File: src/rtl/uart_receiver.sv
// uart_receiver: 8N1 serial-to-parallel receiver (LSB first, idle-high line).
//
// Parameters
//   CLKS_PER_BIT  clk cycles per bit time (even, >= 4); must match the transmitter
//   SYNC_STAGES   flops in the i_rx metastability synchronizer (>= 2)
//
// Ports
//   clk              system clock, all logic on posedge
//   i_reset          asynchronous, active-high reset
//   i_rx             serial input line, asynchronous to clk, idle high
//   o_data           last good byte, held until the next good frame
//   o_data_valid     1-cycle strobe, o_data updated with a good frame
//   o_framing_error  1-cycle strobe, stop bit sampled low, byte discarded
//   o_busy           high while a frame is in progress (state != IDLE)
//
// Handshake: there is no backpressure. o_data_valid is a single-cycle strobe
// and the consumer must capture o_data in that cycle (o_data also stays
// stable until the next good frame).
module uart_receiver #(
    parameter int CLKS_PER_BIT = 16,
    parameter int SYNC_STAGES  = 2
) (
    input  logic       clk,
    input  logic       i_reset,
    input  logic       i_rx,
    output logic [7:0] o_data,
    output logic       o_data_valid,
    output logic       o_framing_error,
    output logic       o_busy
);

    localparam int CNT_W = $clog2(CLKS_PER_BIT);
    localparam logic [CNT_W-1:0] HALF_LAST = CNT_W'(CLKS_PER_BIT / 2 - 1);
    localparam logic [CNT_W-1:0] FULL_LAST = CNT_W'(CLKS_PER_BIT - 1);

    typedef enum logic [1:0] {
        IDLE  = 2'd0,
        START = 2'd1,
        DATA  = 2'd2,
        STOP  = 2'd3
    } state_t;

    state_t                 state, state_next;
    logic [SYNC_STAGES-1:0] sync_q;
    logic                   rx_s;
    logic                   rx_prev;
    logic [CNT_W-1:0]       clk_cnt, clk_cnt_next;
    logic [2:0]             bit_idx, bit_idx_next;
    logic [7:0]             shift, shift_next;
    logic [7:0]             data_next;
    logic                   valid_next;
    logic                   ferr_next;

    // Synchronizer resets to the idle level so reset release never looks
    // like a start edge.
    always_ff @(posedge clk or posedge i_reset) begin
        if (i_reset) begin
            sync_q  <= '1;
            rx_prev <= 1'b1;
        end else begin
            sync_q  <= {sync_q[SYNC_STAGES-2:0], i_rx};
            rx_prev <= rx_s;
        end
    end

    assign rx_s = sync_q[SYNC_STAGES-1];

    always_comb begin
        state_next   = state;
        clk_cnt_next = clk_cnt;
        bit_idx_next = bit_idx;
        shift_next   = shift;
        data_next    = o_data;
        valid_next   = 1'b0;
        ferr_next    = 1'b0;

        case (state)
            IDLE: begin
                clk_cnt_next = '0;
                // Edge detect, not level: a line stuck low (break) cannot
                // retrigger until it has gone high again.
                if (rx_prev && !rx_s) begin
                    state_next = START;
                end
            end
            START: begin
                if (clk_cnt == HALF_LAST) begin
                    clk_cnt_next = '0;
                    if (!rx_s) begin
                        state_next   = DATA;
                        bit_idx_next = 3'd0;
                    end else begin
                        // Line back high at mid start bit: glitch, drop it.
                        state_next = IDLE;
                    end
                end else begin
                    clk_cnt_next = clk_cnt + 1'b1;
                end
            end
            DATA: begin
                if (clk_cnt == FULL_LAST) begin
                    clk_cnt_next        = '0;
                    shift_next[bit_idx] = rx_s;
                    bit_idx_next        = bit_idx + 3'd1;
                    if (bit_idx == 3'd7) begin
                        state_next = STOP;
                    end
                end else begin
                    clk_cnt_next = clk_cnt + 1'b1;
                end
            end
            STOP: begin
                if (clk_cnt == FULL_LAST) begin
                    // Leaving at mid stop bit leaves half a bit of slack to
                    // catch a back-to-back start edge.
                    clk_cnt_next = '0;
                    state_next   = IDLE;
                    if (rx_s) begin
                        data_next  = shift;
                        valid_next = 1'b1;
                    end else begin
                        ferr_next = 1'b1;
                    end
                end else begin
                    clk_cnt_next = clk_cnt + 1'b1;
                end
            end
            default: begin
                state_next   = IDLE;
                clk_cnt_next = '0;
            end
        endcase
    end

    always_ff @(posedge clk or posedge i_reset) begin
        if (i_reset) begin
            state           <= IDLE;
            clk_cnt         <= '0;
            bit_idx         <= 3'd0;
            shift           <= 8'h00;
            o_data          <= 8'h00;
            o_data_valid    <= 1'b0;
            o_framing_error <= 1'b0;
        end else begin
            state           <= state_next;
            clk_cnt         <= clk_cnt_next;
            bit_idx         <= bit_idx_next;
            shift           <= shift_next;
            o_data          <= data_next;
            o_data_valid    <= valid_next;
            o_framing_error <= ferr_next;
        end
    end

    assign o_busy = (state != IDLE);

endmodule
File: config.mk
export PLATFORM = sky130hd
export DESIGN_NAME = uart_receiver
export DESIGN_NICKNAME = d
export VERILOG_FILES = /design/src/rtl/uart_receiver.sv
export SDC_FILE = /design/constraint.sdc
export NUM_CORES = 1
export LEC_CHECK = 0
export ABC_CLOCK_PERIOD_IN_PS = 1600
export CORE_MARGIN = 10
export CORE_UTILIZATION = 30
export CTS_CLUSTER_SIZE = 30
export DETAILED_ROUTE_END_ITERATION = 12
export PLACE_DENSITY = 0.49
export SLEW_MARGIN = 30
export SYNTH_ARGS = -nofsm -noshare
export SYNTH_HDL_FRONTEND = slang
export SYNTH_SLANG_ARGS = --single-unit
File: constraint.sdc
create_clock -name clk -period 1.6 [get_ports clk]
set_input_delay 0.32 -clock clk [delete_from_list [all_inputs] [get_ports clk]]
set_output_delay 0.32 -clock clk [all_outputs]
set_load 0.02 [all_outputs]
==> key figures, run 1 <==
STA
  – Final Slew Violations: 0
  – Fin crit share: 100%
  – Peak Freq: 625 MHz
  – Worst-margin pin slew: 0.343 ns
  – Unrepaired setup endpoints after global routing: true
  – Hold Slack: 0.357 ns
  – Post-Route Setup TNS: 0 ns
  – Final Skew: 0.00791 ns
  – Fin crit period: 1.60 ns
  – Finish-stage setup viols: 0
  – Final number of hold-violating endpoints: 0
  – Slew Limit Headroom: 77.1%

CTS
  – CTS Sinks: 30
  – CTS Buf Count: 5
  – Clk_lat worst skew: 0.28 ns
  – CTS tree: built
  – CTS Root Cell: clkbuf_8
  – Setup bufs post-CTS: 0
  – Clock buffer depth: 2
  – H-tree Lvls: 2
  – CTS clk-pin slew, worst paths: 0.07 ns

Pwr
  – Worst vdd ir: 0.501 mV
  – Leakage: 0.896 nW
  – Total power: 2.19 mW
  – P per Cell Area: 1250 mW/mm2

Logic synthesis
  – Async SR Flop Fraction: 100%
  – Area contributors post-synth: dfrtp_1, mux2_2, dfstp_2
  – Syn avg cell area: 12.8 um2
  – Syn Inst Count: 104
  – Most used DFF post-synth: dfrtp_1
  – Syn Nets: 110
  – Synthesis-stage register bit count: 30
  – Count of different cell masters after synthesis: 38
  – Seq/Total Area, Yosys: 56.7%
  – Synth warn: 0
  – Post-synth top area share: 50.8%
  – Post-synth EDFFs: 0
  – Post-Syn Area: 0.00133 mm2
  – Largest area contributor in the netlist: dfrtp_1

Global route
  – Grt ovf: 0
  – Largest net degree at the start of global routing: 31
  – GRT Total Usage: 7.95%
  – Vias in the first global route: 914
  – Initial antenna violation count: 0
  – First-pass GRT wire length: 4620 um

Critical path
  – R2R Path End: shift[3]
  – Peak per-stage delay on the critical path: 0.53 ns
  – RR Startpoint: clk_cnt[0]
  – R2R setup slack: 0.0004 ns
  – Worst path slowest cell: or4b_4
  – Critical Path Source Type: flip-flop
  – Crit path cell chain: ha_4 -> nand4_4 -> or4b_4 -> mux2_4
  – Data arrival, critical path: 1.76 ns
  – Max FO, Critical Path: 4
  – Reg2reg path depth: 4
  – CP Class: reg2reg
  – Setup crit start: clk_cnt[0]
  – Critical Path Sink Type: flip-flop
  – Worst setup path endpoint: shift[3]
  – WP data required: 1.77 ns

Hold path
  – Worst hold path type: in2async

Detailed routing
  – ANT nets after route: 0
  – DR vias/cell: 4.78
  – Routed wire length: 2580 um
  – # DRC: 0
  – Drt first pass iters: 2
  – DRT iter0 DRCs: 41
  – Drt wl/cell: 14.0 um
  – Vias: 884

Floorplan
  – Die area: 0.00750 mm2
  – Chip width: 86.6 um
  – Initial Util: 30.8%
  – Top-Level Pins: 14
  – Core Region: 0.00432 mm2
  – Site Rows: 24
  – Die H: 86.6 um

Cells and area
  – Layout cells sized above 1: 39.8%
  – Diode count: 0
  – Area Growth Syn to Fin: 32.3%
  – Finished Cell Area: 0.00176 mm2
  – Post-layout nets: 138

Place
  – Port Buffer Count: 13
  – GPL Wtd Cong: 0.767
  – Area after DPL: 0.00164 mm2
  – HPWL Detailed: 1860 um

Flow run
  – Max_cap viols: 0

Run status
  – Status: finished clean
[layout by cell type, fill, tap and decap left out, types with 2 or more instances in the layout]
cell and n:
dfstp_2 3, clkbuf_8 6, nor2_1 3, mux2_4 2, nand3_1 2, nand4_1 4
and2_1 2, clkdlybuf4s50_1 7, a22o_1 2, inv_1 4, mux2_2 14, buf_4 15
dlymetal6s2s_1 5, ha_1 2, dfrtp_1 27, nor4_2 2, nand4b_1 2, o21ai_0 3
a31oi_1 3
[report_power, final]
group / switching (mW) / internal, mW
combinational: 0.288 / 0.321
sequential: 0.115 / 0.853
clock: 0.267 / 0.346
total: 0.670 / 1.52
[worst max-delay path: cells and delay by family, from the launching register on]
family / cells / cell delay, ns
and+or+nand+nor: 2 / 0.61
DFF: 1 / 0.39
muxes: 1 / 0.30
adders and majority gates: 1 / 0.18
[layer usage]
metal | vias up | wire (um) | share of wire, % | global-route usage [%]
met5 | - | 0 | 0 | 0
met4 | 0 | 55 | 2.1 | 4.27
met3 | 6 | 140 | 5.4 | 4.32
met2 | 15 | 1210 | 47 | 11.5
met1 | 429 | 1170 | 45 | 9.20
li1 | 434 | - | - | -
[repair_timing]
item                                    CTS  global route
hold buffers                              0             0
pin swaps                                 0             4
endpoints found under the setup margin    1             9
gates resized for setup                   4            10
[per-stage QoR]
| step | std cells | worst slack, ns | utilization (%) |
|---|---|---|---|
| after floorplan | 104 | -0.0232 | - |
| after global placement | 177 | 0.00254 | 37.8 |
| after detailed placement | 177 | -0.000937 | 37.8 |
| after CTS | 185 | 0.0000576 | 39.8 |
| after global routing | 185 | -0.0490 | 40.7 |
| final | 185 | 0.000355 | 40.7 |
[sequential cells by signal (all words and copies together) (netlist names), named ones only]
| name | cells |
|---|---|
| rx_prev | 1 |
| state | 1 |
| clk_cnt | 4 |
| bit_idx | 3 |
| o_framing_error | 1 |
| o_data_valid | 1 |
| sync_q | 2 |
| shift | 8 |
| o_data | 8 |
[layout make-up]
cell class | instances | area, um2
Sequential cell | 30 | 754
Inverter | 4 | 15.0
Multi-Input combinational cell | 62 | 563
Fill cell | 431 | 2560
Timing Repair Buffer | 29 | 270
Clock inverter | 1 | 5.00
Clock buffer | 7 | 86.3
Tap cell | 52 | 65.1
[logic make-up after synthesis]
| group | share of synthesized area [%] |
|---|---|
| DFF | 56.7 |
| muxes | 13.5 |
| and+or+nand+nor | 16.0 |
| adders and majority gates | 2.82 |
| AOI/OAI and AO/OA | 5.46 |
| xor gates and xnor gates | 1.32 |
| buffers and inverters | 4.14 |
[worst min-delay path by stage]
stage,startpoint,to
after global routing,sync_q[0],sync_q[1]
final,i_reset,o_data[2]
after floorplan,i_rx,sync_q[0]
after global placement,sync_q[0],sync_q[1]
after detailed placement,sync_q[0],sync_q[1]
after CTS,sync_q[0],sync_q[1]
[cell usage after synthesis (3+ instances only)]
| library cell | count |
|---|---|
| a31oi_1 | 3 |
| clkbuf_1 | 4 |
| dfrtp_1 | 27 |
| dfstp_2 | 3 |
| ha_1 | 3 |
| inv_1 | 4 |
| mux2_2 | 15 |
| nand4_1 | 4 |
| nor2_1 | 3 |
| o21ai_0 | 3 |
Power figures use the tool's default switching activity.
==> run 2: changes to the inputs <==
CORE_UTILIZATION = 49   (was 30)
PLACE_DENSITY = 0.73   (was 0.49)
==> key figures, run 2 (synthesized netlist as in run 1, its figures left out) <==
STA
  – Post-Route Setup TNS: 0 ns
  – Finish-stage setup viols: 0
  – Peak Freq: 629 MHz
  – Unrepaired setup endpoints after global routing: true
  – Final Skew: 0.0147 ns
  – Fin crit share: 99.3%
  – Slew Limit Headroom: 72.8%
  – Final number of hold-violating endpoints: 0
  – Worst-margin pin slew: 0.404 ns
  – Final Slew Violations: 0
  – Hold Slack: 0.333 ns
  – Fin crit period: 1.59 ns

Place
  – Port Buffer Count: 13
  – Area after DPL: 0.00158 mm2
  – GPL Wtd Cong: 0.823
  – HPWL Detailed: 1840 um

Pwr
  – Psw: 0.669 mW
  – Sw Share: 33.4%
  – Power Internal: 1.33 mW
  – Worst vdd ir: 1.00 mV
  – Combinational Power Share: 30.9%
  – Total power: 2.00 mW
  – Leakage: 0.842 nW
  – Clock share of power: 21.1%
  – Seq pwr share: 48.1%
  – P per Cell Area: 1200 mW/mm2

Cells and area
  – Post-layout nets: 138
  – Finished Cell Area: 0.00166 mm2
  – Layout cells sized above 1: 39.8%
  – Area Growth Syn to Fin: 25.0%
  – Commonest non-fill, non-tap cells in the layout: dfrtp_1, buf_4, mux2_2
  – Diode count: 0
  – Post-layout util: 65.3%
  – Commonest non-fill, non-tap cell in the layout: dfrtp_1
  – Top Registers: o_data: 8 flops, shift: 8 flops, clk_cnt: 4 flops

Floorplan
  – Site Rows: 18
  – Core Region: 0.00254 mm2
  – Die H: 72.1 um
  – Chip width: 72.1 um
  – Top-Level Pins: 14
  – Initial Util: 52.3%
  – Die area: 0.00520 mm2

Hold path
  – Worst hold path type: in2async

Detailed routing
  – Vias: 922
  – DRT iter0 DRCs: 55
  – Routed wire length: 2700 um
  – ANT nets after route: 0
  – # DRC: 0
  – Drt first pass iters: 4
  – DR vias/cell: 5.66
  – Drt wl/cell: 16.5 um

Critical path
  – CP Class: reg2reg
  – Critical Path Sink Type: flip-flop
  – Peak per-stage delay on the critical path: 0.41 ns
  – Worst path slowest cell: dfrtp_1
  – Data arrival, critical path: 1.80 ns
  – Max FO, Critical Path: 4
  – Crit path cell chain: ha_4 -> nand4_4 -> buf_4 -> nor4_2 -> mux2_2
  – WP data required: 1.82 ns
  – Critical Path Source Type: flip-flop

Global route
  – Vias in the first global route: 968
  – GRT Total Usage: 11.1%
  – Initial antenna violation count: 0
  – Largest net degree at the start of global routing: 18
  – Grt ovf: 0
  – First-pass GRT wire length: 4610 um

CTS
  – CTS Buf Count: 5
  – CTS Sinks: 30
  – Clock buffer depth: 2
  – CTS tree: built
  – CTS clk-pin slew, worst paths: 0.09 ns
  – CTS Root Cell: clkbuf_4
  – Hold_buf cts: 0
  – Clk_lat worst skew: 0.33 ns
  – H-tree Lvls: 2

Flow run
  – Max_cap viols: 0

Run status
  – Status: finished clean
-- run 2: cell count changes in the layout (fill, tap and decap cells not counted), sizes merged --
cell	before	now
clkinv	1	2
dlymetal6s2s	5	1
clkdlybuf4s50	7	2
dlygate4sd2	0	9
clkbuf	7	6
-- run 2: through the flow --
step | cells | setup slack [ns]
after floorplan | 104 | -0.0232
after global placement | 153 | -0.00205
after detailed placement | 153 | -0.0619
after CTS | 161 | -0.0126
after global routing | 163 | -0.0420
final | 163 | 0.0111
-- run 2: timing repair --
action                                  CTS  global route
gates cloned                              0             0
hold endpoints to repair                  0             0
pin swaps                                 3             3
endpoints found under the setup margin   12            10
gates resized for setup                  17             2
setup buffers                             0             2
-- run 2: critical path, delay by kind of cell (launching register included) --
family	cells	cell delay (ns)
adder cells (fa/ha/maj)	1	0.19
buffers and inverters	1	0.18
flip-flops	1	0.41
multiplexers	1	0.37
AND/OR/NAND/NOR	2	0.33
-- run 2: power by group through the flow --
stage / clock network, mW / logic [mW] / registers (mW)
6_report: 0.422 / 0.618 / 0.963
5_1_grt: 0.474 / 0.689 / 0.977
4_1_cts: 0.437 / 0.578 / 0.959
3_5_place_dp: 0 / 0.580 / 0.970
3_3_place_gp: 0 / 0.556 / 0.962
2_1_floorplan: 0 / 0.410 / 0.938
-- run 2: path summary, 6_finish.rpt --
path	to	startpoint	depth (start not counted)	slack (ns)
max	shift[6]	clk_cnt[1]	5	0.01
max reg2reg	shift[6]	clk_cnt[1]	5	0.01
min in group clk	sync_q[1]	sync_q[0]	0	0.36
min	sync_q[0]	i_reset	2	0.33
max in group asynchronous	rx_prev	i_reset	3	1.03
min reg2reg	sync_q[1]	sync_q[0]	0	0.36
-- run 2: metal layers --
layer	global-route usage (%)	part of all wire (%)	up-vias
met1	13.7	43	456
li1	-	-	434
met2	16.2	49	22
met3	5.17	5.6	10
met5	0	0	-
met4	4.95	2.4	0
-- run 2: layout make-up --
class / count / area, um2
clock buffer: 6 / 41.3
clock inverter: 2 / 10.0
fill: 199 / 882
inverter: 4 / 15.0
multi-input combinational: 62 / 568
sequential: 30 / 754
tap: 30 / 37.5
timing repair buffer: 29 / 236
==> run 3: changes to the inputs <==
CAP_MARGIN = 25   (was not set)
CTS_BUF_LIST = sky130_fd_sc_hd__clkbuf_8 sky130_fd_sc_hd__clkbuf_16   (was not set)
==> key figures, run 3 (synthesized netlist as in run 1, its figures left out) <==
Floorplan
  – Core Region: 0.00254 mm2
  – Site Rows: 18
  – Die H: 72.1 um
  – Die area: 0.00520 mm2
  – Top-Level Pins: 14
  – Chip width: 72.1 um
  – Initial Util: 52.3%

Pwr
  – Worst vdd ir: 1.12 mV
  – P per Cell Area: 1240 mW/mm2
  – Leakage: 0.868 nW

Hold path
  – Hold Startpoint: sync_q[0]
  – WHS Path Cells: 0
  – Hold EP: sync_q[1]
  – Worst hold path type: reg2reg

Critical path
  – Critical Path Sink Type: flip-flop
  – Max FO, Critical Path: 4
  – RR Startpoint: clk_cnt[1]
  – CP Class: reg2reg
  – WP data required: 1.78 ns
  – Critical Path Source Type: flip-flop
  – R2R setup slack: 0.004 ns
  – R2R Path End: shift[3]
  – Reg2reg path depth: 4
  – Data arrival, critical path: 1.77 ns

Detailed routing
  – DRT iter0 DRCs: 58
  – ANT nets after route: 0
  – Drt wl/cell: 16.8 um
  – Vias: 930
  – Routed wire length: 2720 um
  – Drt first pass iters: 4
  – # DRC: 0
  – DR vias/cell: 5.74

Cells and area
  – Commonest non-fill, non-tap cells in the layout: dfrtp_1, mux2_2, buf_4
  – Sequential Area: 754 um2
  – Multi-input gate area: 577 um2
  – Layout cells sized above 1: 39.4%
  – Diode count: 0
  – Post-route insts no fill: 162
  – Post-layout nets: 137
  – Top Registers: o_data: 8 flops, shift: 8 flops, clk_cnt: 4 flops
  – Commonest non-fill, non-tap cell in the layout: dfrtp_1
  – Area Growth Syn to Fin: 28.9%
  – # fillers: 192

Global route
  – First-pass GRT wire length: 4640 um
  – Vias in the first global route: 999
  – GRT Total Usage: 11.5%
  – Initial antenna violation count: 0
  – Largest net degree at the start of global routing: 18
  – Grt ovf: 0

CTS
  – CTS clk-pin slew, worst paths: 0.07 ns
  – Clock buffer depth: 2
  – Hold_buf cts: 0
  – CTS Sinks: 30
  – H-tree Lvls: 2
  – CTS Root Cell: clkbuf_8
  – CTS tree: built
  – CTS Buf Count: 5
  – Clk_lat worst skew: 0.29 ns

Run status
  – Status: finished clean

Place
  – Port Buffer Count: 13
  – HPWL Detailed: 1840 um
  – GPL Wtd Cong: 0.823
  – DP Cell Count: 153
  – Dpl ws: -0.0619 ns

STA
  – Fin crit share: 99.7%
  – Final Skew: 0.00917 ns
  – Unrepaired setup endpoints after global routing: true
  – Fin crit period: 1.60 ns
  – Worst-margin pin slew: 0.415 ns
  – Hold Slack: 0.355 ns
  – Final Slew Violations: 0
  – Peak Freq: 627 MHz
  – Final worst setup slack: 0.00403 ns
  – Finish-stage setup viols: 0
  – Final number of hold-violating endpoints: 0
  – Slew Limit Headroom: 72.1%

Flow run
  – Max_cap viols: 0
run 3: where the power goes:
group	leakage (nW)	switching (mW)	internal (mW)	total, mW
sequential	0.395	0.113	0.853	0.966
combinational	0.424	0.293	0.305	0.597
clock	0.0491	0.274	0.294	0.568
total	0.868	0.680	1.45	2.13
run 3: critical path, stage by stage (launching register included):
cell     delay (ns)
dfrtp_1        0.39
ha_4           0.19
nand4_4        0.09
or4b_4         0.51
mux2_4         0.31
run 3: metrics by stage:
step / total power [mW] / cell area, um2 / utilization [%] / setup TNS, ns
2_1_floorplan: 1.35 / 1360 / - / -0.185
5_1_grt: 2.26 / 1710 / 67.4 / -0.0868
3_3_place_gp: 1.52 / 1580 / 62.1 / -0.00205
3_5_place_dp: 1.55 / 1580 / 62.1 / -0.0619
6_report: 2.13 / 1710 / 67.4 / 0
4_1_cts: 2.13 / 1690 / 66.3 / -0.00275
run 3: worst max path at each step:
stage,start,endpoint,slack [ns],depth (start not counted)
floorplan,clk_cnt[0],o_data[0],-0.02,6
global placement,clk_cnt[1],shift[2],-0.002,5
detailed placement,clk_cnt[1],shift[2],-0.06,5
CTS,clk_cnt[0],shift[3],-0.003,4
global route,clk_cnt[1],shift[3],-0.04,4
finish,clk_cnt[1],shift[3],0.004,4
run 3: cell type report:
class,count,area share (%)
Clock buffer,5,4.01
Clock inverter,3,0.803
Inverter,4,0.876
Multi-Input combinational cell,62,33.6
Sequential cell,30,44.0
Tap cell,30,2.19
Timing Repair Buffer,28,14.5
run 3: layer usage:
metal / share of wire, % / global-route usage, % / vias up
li1: - / - / 433
met1: 39 / 13.5 / 455
met2: 50 / 16.9 / 34
met3: 8.4 / 4.22 / 8
met4: 2.1 / 8.17 / 0
met5: 0 / 0 / -
run 3: timing repair:
action,CTS,global route
pin swaps,3,3
gates resized for setup,7,7
setup buffers,0,1
endpoints found under the setup margin,3,10
